`config.mk`:
```
export PLATFORM = sky130hd
export DESIGN_NAME = imem_loader_flat
export DESIGN_NICKNAME = d
export VERILOG_FILES = /design/src/rtl/imem_loader_if.sv /design/src/rtl/imem_loader.sv /design/src/flat_wrapper.sv
export SDC_FILE = /design/constraint.sdc
export NUM_CORES = 2
export LEC_CHECK = 0
export BUFFER_PORTS_ARGS = -buffer_cell sky130_fd_sc_hd__buf_4
export CORE_UTILIZATION = 45
export DETAILED_ROUTE_END_ITERATION = 10
export SKIP_CTS_REPAIR_TIMING = 1
export SYNTH_ARGS = -nofsm -noshare
export SYNTH_HDL_FRONTEND = slang
export SYNTH_SLANG_ARGS = --single-unit
```
`constraint.sdc`:
```
create_clock -name clk -period 7.3 [get_ports clk]
set_input_delay 1.095 -clock clk [delete_from_list [all_inputs] [get_ports clk]]
set_output_delay 1.095 -clock clk [all_outputs]
set_load 0.02 [all_outputs]
```
`src/rtl/imem_loader_if.sv`:
```
// Byte-stream, fetch and control bundle for the instruction memory loader.
// master = host/core side, slave = loader.
interface imem_loader_if #(
  parameter int ADDR_W = 6
);
  logic              start;
  logic [ADDR_W:0]   len;
  logic              byte_valid;
  logic [7:0]        byte_data;
  logic              byte_ready;
  logic [ADDR_W-1:0] a;
  logic [31:0]       rd;
  logic              cpu_reset;
  logic              busy;
  logic              done;
  logic              err;

  modport master (
    output start, len, byte_valid, byte_data, a,
    input  byte_ready, rd, cpu_reset, busy, done, err
  );

  modport slave (
    input  start, len, byte_valid, byte_data, a,
    output byte_ready, rd, cpu_reset, busy, done, err
  );
endinterface

```
`src/rtl/imem_loader.sv`:
```
// Loads a big-endian byte stream into instruction RAM, then
// releases the core from reset; RAM is read combinationally.
module imem_loader #(
  parameter int ADDR_W  = 6,
  parameter int TIMEOUT = 1024
) (
  input  logic          clk,
  input  logic          reset,
  imem_loader_if.slave  bus
);

  localparam int DEPTH = 2 ** ADDR_W;
  localparam int TW    = $clog2(TIMEOUT + 1);

  typedef enum logic [1:0] {
    IDLE,
    LOAD,
    RUN
  } state_t;

  state_t          state;
  logic [ADDR_W:0] len_q;
  logic [ADDR_W:0] wcnt;
  logic [1:0]      bcnt;
  logic [23:0]     shift;
  logic [TW-1:0]   tcnt;

  logic            xfer;
  logic            len_ok;
  logic            last_byte;
  logic            last_word;
  logic            tmo;
  logic [31:0]     wword;

  logic [31:0]     mem [DEPTH];

  // {cpu_reset, byte_ready, busy, done} for each state
  function automatic logic [3:0] outs(state_t s);
    logic [3:0] o;
    o = 4'b1000;
    unique case (s)
      LOAD:    o = 4'b1110;
      RUN:     o = 4'b0001;
      default: o = 4'b1000;
    endcase
    return o;
  endfunction

  assign xfer      = bus.byte_valid & bus.byte_ready;
  assign len_ok    = (bus.len != '0) &&
                     (!bus.len[ADDR_W] ||
                      (bus.len[ADDR_W-1:0] == '0));
  assign last_byte = (bcnt == 2'd3);
  assign last_word = ((wcnt + 1'b1) == len_q);
  assign tmo       = (tcnt == TW'(TIMEOUT - 1));
  assign wword     = {shift, bus.byte_data};

  // Load sequencer with registered handshake and status outputs
  always_ff @(posedge clk or negedge reset) begin
    if (!reset) begin
      state      <= IDLE;
      len_q      <= '0;
      wcnt       <= '0;
      bcnt       <= '0;
      shift      <= '0;
      tcnt       <= '0;
      bus.err    <= 1'b0;
      {bus.cpu_reset, bus.byte_ready,
       bus.busy, bus.done} <= outs(IDLE);
    end else begin
      bus.err <= 1'b0;
      unique case (state)
        IDLE, RUN: begin
          if (bus.start) begin
            if (len_ok) begin
              state <= LOAD;
              len_q <= bus.len;
              wcnt  <= '0;
              bcnt  <= '0;
              tcnt  <= '0;
              {bus.cpu_reset, bus.byte_ready,
               bus.busy, bus.done} <= outs(LOAD);
            end else begin
              state   <= IDLE;
              bus.err <= 1'b1;
              {bus.cpu_reset, bus.byte_ready,
               bus.busy, bus.done} <= outs(IDLE);
            end
          end
        end
        LOAD: begin
          unique case (1'b1)
            xfer: begin
              tcnt  <= '0;
              bcnt  <= bcnt + 2'd1;
              shift <= {shift[15:0], bus.byte_data};
              if (last_byte) begin
                wcnt <= wcnt + 1'b1;
                if (last_word) begin
                  state <= RUN;
                  {bus.cpu_reset, bus.byte_ready,
                   bus.busy, bus.done} <= outs(RUN);
                end
              end
            end
            tmo: begin
              state   <= IDLE;
              bcnt    <= '0;
              tcnt    <= '0;
              bus.err <= 1'b1;
              {bus.cpu_reset, bus.byte_ready,
               bus.busy, bus.done} <= outs(IDLE);
            end
            default: tcnt <= tcnt + 1'b1;
          endcase
        end
        default: begin
          state <= IDLE;
          {bus.cpu_reset, bus.byte_ready,
           bus.busy, bus.done} <= outs(IDLE);
        end
      endcase
    end
  end

  // Word write on the edge that takes the 4th byte; RAM has no reset
  always_ff @(posedge clk) begin
    if (xfer && last_byte)
      mem[wcnt[ADDR_W-1:0]] <= wword;
  end

  assign bus.rd = mem[bus.a];

endmodule

```
`src/flat_wrapper.sv`:
```
// flat-port wrapper written by rule: the top's interface ports become plain ports
module imem_loader_flat 
#(
  parameter int ADDR_W  = 6,
  parameter int TIMEOUT = 1024
)
  (clk, reset, bus_start, bus_len, bus_byte_valid, bus_byte_data, bus_a, bus_byte_ready, bus_rd, bus_cpu_reset, bus_busy, bus_done, bus_err);
  imem_loader_if #(.ADDR_W(ADDR_W)) bus_i ();
  input  logic clk;
  input  logic reset;
  input wire logic [$bits(bus_i.start)-1:0] bus_start;
  input wire logic [$bits(bus_i.len)-1:0] bus_len;
  input wire logic [$bits(bus_i.byte_valid)-1:0] bus_byte_valid;
  input wire logic [$bits(bus_i.byte_data)-1:0] bus_byte_data;
  input wire logic [$bits(bus_i.a)-1:0] bus_a;
  output wire logic [$bits(bus_i.byte_ready)-1:0] bus_byte_ready;
  output wire logic [$bits(bus_i.rd)-1:0] bus_rd;
  output wire logic [$bits(bus_i.cpu_reset)-1:0] bus_cpu_reset;
  output wire logic [$bits(bus_i.busy)-1:0] bus_busy;
  output wire logic [$bits(bus_i.done)-1:0] bus_done;
  output wire logic [$bits(bus_i.err)-1:0] bus_err;
  assign bus_i.start = bus_start;
  assign bus_i.len = bus_len;
  assign bus_i.byte_valid = bus_byte_valid;
  assign bus_i.byte_data = bus_byte_data;
  assign bus_i.a = bus_a;
  assign bus_byte_ready = bus_i.byte_ready;
  assign bus_rd = bus_i.rd;
  assign bus_cpu_reset = bus_i.cpu_reset;
  assign bus_busy = bus_i.busy;
  assign bus_done = bus_i.done;
  assign bus_err = bus_i.err;
  imem_loader #(.ADDR_W(ADDR_W), .TIMEOUT(TIMEOUT)) u_core (.clk(clk), .reset(reset), .bus(bus_i));
endmodule
```
[Word-level counts from Yosys, hierarchy flattened]
Memory sizes are Yosys's and may differ from the RTL's.
Index checks and enable logic that the tools add are counted.
Widths: inputs -> output; s select.
Storage, ports and cells
  bits in registers: 57
  bits in writable memories: 2048
  output and inout port bits: 37
  word-level logic and storage cells: 82
  memories: 1
Memories
  u_core.mem: words 64, bits a word 32, rd ports 1, clocked after Yosys merged registers in 0, write ports 1, line imem_loader.sv:35  | logic [31:0] mem [DEPTH];
Cells by class
  $add $sub $neg: 3
  equality and inequality tests: 12
  mux-type cells: 39
  bitwise gates (word level): 1
  reduce and logical (&&, ||, !) cells: 16
Operators by type and width (count)
  $mux 11: 3
  $mux 7: 4
  $pmux 11 s2: 1
  $pmux 2 s2: 4
  $mux 1: 14
  $pmux 1 s2: 7
  $pmux 7 s2: 1
  $add 11x1->11 const B: 1
  $eq 11x10->1 const B: 1
  $mux 2: 5
  $reduce_and 4->1: 2
  $add 7x1->7 const B: 1
  $eq 7x7->1: 1
  $reduce_bool 7->1: 1
  $logic_not 6->1: 1
  $ne 2x1->1 const B: 3
  $ne 3x3->1 const B: 2
  $reduce_and 3->1: 2
  $reduce_and 5->1: 1
  $eq 2x2->1 const B: 2
  $reduce_or 2->1: 2
  $ne 3x1->1 const B: 1
  $add 2x1->2 const B: 1
  $eq 2x1->1 const B: 1
  8 further kinds: 9

[Longest topological paths before layout]
  depth after elaboration: 6
  gate-level depth with buffers: 10

[Worst setup path after synthesis]
OpenSTA, ideal clock, no wires.
  path type: input to output
  from: in bus_a[0]
  to: out bus_rd[18]
  data arrival time: 3.080 ns
  data required time: 6.205 ns
  slack: 3.125 ns
  cell stages on the path: 9
  cell sequence: buf_2 -> buf_2 -> buf_2 -> buf_2 -> mux4_2 -> a22oi_1 -> nand2_1 -> a22oi_1 -> o221ai_1
On the way
  cells in the longest elaborated chain, start to end: 1
RTL lines
  from (decl): line flat_wrapper.sv:15  | input wire logic [$bits(bus_i.a)-1:0] bus_a;
  $mem_v2 64x32
  to (decl): line flat_wrapper.sv:17  | output wire logic [$bits(bus_i.rd)-1:0] bus_rd;
Every way passes these cells.

[Worst setup path in the final report]
  from: in bus_a[2]
  to: out bus_rd[10]
Same word-level chain as after synthesis.

==> summary.txt <==
Run status
  – Status: finished with violations
  – Failing checks: DRC

Place
  – GP Congestion: 0.801
  – Buffers on Ports: 61
  – Dpl ws: 1.60 ns
  – DP HPWL: 112000 um
  – Cells after DPL: 5977
  – Area of placed instances: 84400 sq um

Yosys
  – Top post-synthesis cells by count: edfxtp_1, mux4_2, a22oi_1, nand2_1, clkbuf_1
  – Yosys top cell by area: edfxtp_1
  – Largest cells by area after synthesis: edfxtp_1, mux4_2, dfrtp_1, a22oi_1, nand2_1
  – Main synth FF type: edfxtp_1
  – Compound-cell area share of the yosys netlist: 3.67%
  – Mux cell area share after synthesis: 14.5%
  – Most common cell in the synthesized netlist: edfxtp_1
  – Mapped Nets: 3664
  – Syn Inst Count: 3636
  – Top cell type's share of synthesized area: 76.8%
  – Largest family of logic cells by synthesized area: multiplexers
  – Mapped cell area: 80100 sq um
  – Synth Area in Adders: 0.0469%
  – Post-synthesis simple-gate area fraction: 1.99%
  – Mean Syn Cell Area: 22.0 sq um
  – Synth cell types: 53
  – Sequential share of the synthesized area: 78.6%
  – Xor and xnor fraction of the mapped netlist area: 0.0875%
  – Number of synthesized flops with an enable pin: 2048
  – Synth Warn #: 0
  – Ys async rst share: 2.71%
  – Synthesized flop and latch total: 2105

Clock tree
  – TritonCTS clock tree: built
  – Num CTS Buffers: 205
  – Clock Path Buffers: 3
  – H-tree depth: 4
  – Clock Tree Root: clkbuf_16
  – Clk pin slew, worst setup/hold paths: 0.06 ns
  – Clock Sinks: 2105
  – Clk Latency, worst-skew pair: 0.85 ns

Timing
  – Clock skew: 0.0619 ns
  – Relative slew slack: 21.7%
  – Slew of the pin with the lowest slew margin: 1.17 ns
  – Final worst slack: 1.57 ns
  – Slew Viols, Final: 0
  – Max Fclk: 175 MHz
  – RSZ-0062 raised after global routing: no
  – Final setup TNS: 0 ns
  – Final setup vio count: 0
  – Minimum clock period after layout: 5.73 ns
  – Final Hold Vio Count: 0
  – Tcrit/Tclk final: 78.4%

Setup path
  – Crit path capture type: output pin
  – Worst r2r src: u_core.bcnt[0]$_DFFE_PN0P_
  – CP max stage cell: o21ai_0
  – CP Launch Point: bus_a[2]
  – Top cell family by delay on the critical path: compound AO/OA/AOI/OAI gates
  – CP required: 6.20 ns
  – Worst EP arrival: 4.63 ns
  – Crit Path Category: in2out
  – Crit start category: input port
  – CP peak stage delay: 0.70 ns
  – Critical path buffer and inverter count: 3
  – Critical path, cell by cell: buf_8 > buf_4 > mux4_2 > a22o_1 > o21ai_0 > o21ai_0 > and3_1 > buf_4
  – Crit-path max FO: 75

Floorplanning
  – Top Ports: 62
  – Horiz. Die Dim: 424 um
  – Initial Utilization: 45.4%
  – Chip Height: 424 um
  – Die area: 180000 sq um
  – Total core area: 176000 sq um
  – Cell Rows: 154

GRT
  – GRT Total Usage: 23.3%
  – Initial antenna violation count: 13
  – Pin count of the biggest net entering global routing: 109
  – Vias in the first global route: 39729
  – First-pass GRT wire length: 295000 um
  – Global route overflow: 0

Final layout
  – Nets: 3872
  – Final instance area: 90800 sq um
  – Syn-to-layout area delta: 13.4%
  – Register area: 63000 sq um
  – Area of the multi-input gates: 16800 sq um
  – FILL cells: 13846
  – Share of cells above drive strength 1: 27.4%
  – Non-Filler Instances: 6363

Drt
  – Vias per inst: 6.12
  – Post-DRT Antenna Nets: 0
  – Final wirelength: 208000 um
  – DR iter-0 viols: 4738
  – DR pass1 iterations: 11
  – # DRC: 2
  – Avg WL per Cell: 32.7 um
  – Vias: 38925

Flow run
  – Max cap viols: 0

Power and ir drop
  – Pwr Total: 26.9 mW
  – Leak: 28.7 nW
  – IR drop worst, VDD: 0.197 mV
  – PD cells: 296 nW/um^2

Worst hold path
  – HP Class: in2async
## power by group
group | switching (mW) | total, mW | internal, mW
combinational | 1.78 | 2.34 | 0.564
sequential | 0.192 | 14.4 | 14.2
clock | 4.49 | 10.1 | 5.61
total | 6.46 | 26.9 | 20.4
## state kept, by name (all words and copies together) (netlist names), 2 cells and up
signal        flops
u_core.state      2
u_core.wcnt       7
u_core.len_q      7
u_core.shift     24
u_core.mem     2048
u_core.bcnt       2
u_core.tcnt      11
## per-layer routing
layer	GRT usage, %	share of wire (%)	vias to the layer above
met5	0	0.0043	-
met4	7.58	2.9	2
met3	4.53	8.1	270
met2	37.5	48	1678
met1	32.1	40	21094
li1	-	-	15881
## cells by family after synthesis
| kind of cell | Yosys count |
|---|---|
| xor gates and xnor gates | 8 |
| muxes | 545 |
| buffers and inverters | 212 |
| adders and majority gates | 3 |
| AOI/OAI and AO/OA | 422 |
| DFF | 2105 |
| and+or+nand+nor | 341 |
## per-stage QoR
step / hold WS (ns) / util [%]
floorplan: 0.451 / -
global placement: 0.459 / 47.8
detailed placement: 0.470 / 47.8
CTS: 0.310 / 51.4
global route: 0.354 / 51.5
finish: 0.326 / 51.5
## final cells by class
cell class	count	area share, %
Clock inverter	110	1.08
Sequential cell	2105	69.3
Inverter	3	0.0124
Clock buffer	262	5.93
Tap cell	2340	3.22
Multi-Input combinational cell	1319	18.5
Timing Repair Buffer	210	1.91
Antenna cell	14	0.0386
## layout by cell type (no fill, tap or decap), types with 33 or more instances in the layout
master / netlist / routed
a21oi_1: 46 / 46
a221oi_1: 33 / 33
a22o_1: 52 / 52
a22oi_1: 144 / 144
buf_4: 9 / 196
clkbuf_1: 109 / 55
clkbuf_16: 0 / 207
clkinv_1: 0 / 49
edfxtp_1: 2048 / 2048
mux2i_1: 38 / 38
mux4_2: 489 / 489
nand2_1: 135 / 135
nand3_1: 35 / 35
nor2_4: 0 / 67
o21ai_0: 79 / 77
## final timing paths
kind / end / slack [ns] / cells past startpoint
setup / recovery: bus_rd[10] / 1.57 / 8
hold / removal: u_core.len_q[2]$_DFFE_PN0P_ / 0.33 / 1
setup reg to reg: u_core.mem[33][27]$_DFFE_PP_ / 3.95 / 6
hold reg to reg: u_core.bus.cpu_reset$_DFFE_PN1P_ / 0.48 / 2
max in group asynchronous: u_core.shift[17]$_DFFE_PN0P_ / 6.36 / 1
min in group clk: u_core.bus.cpu_reset$_DFFE_PN1P_ / 0.48 / 2
Note: power is estimated with default switching activity, not from simulation.
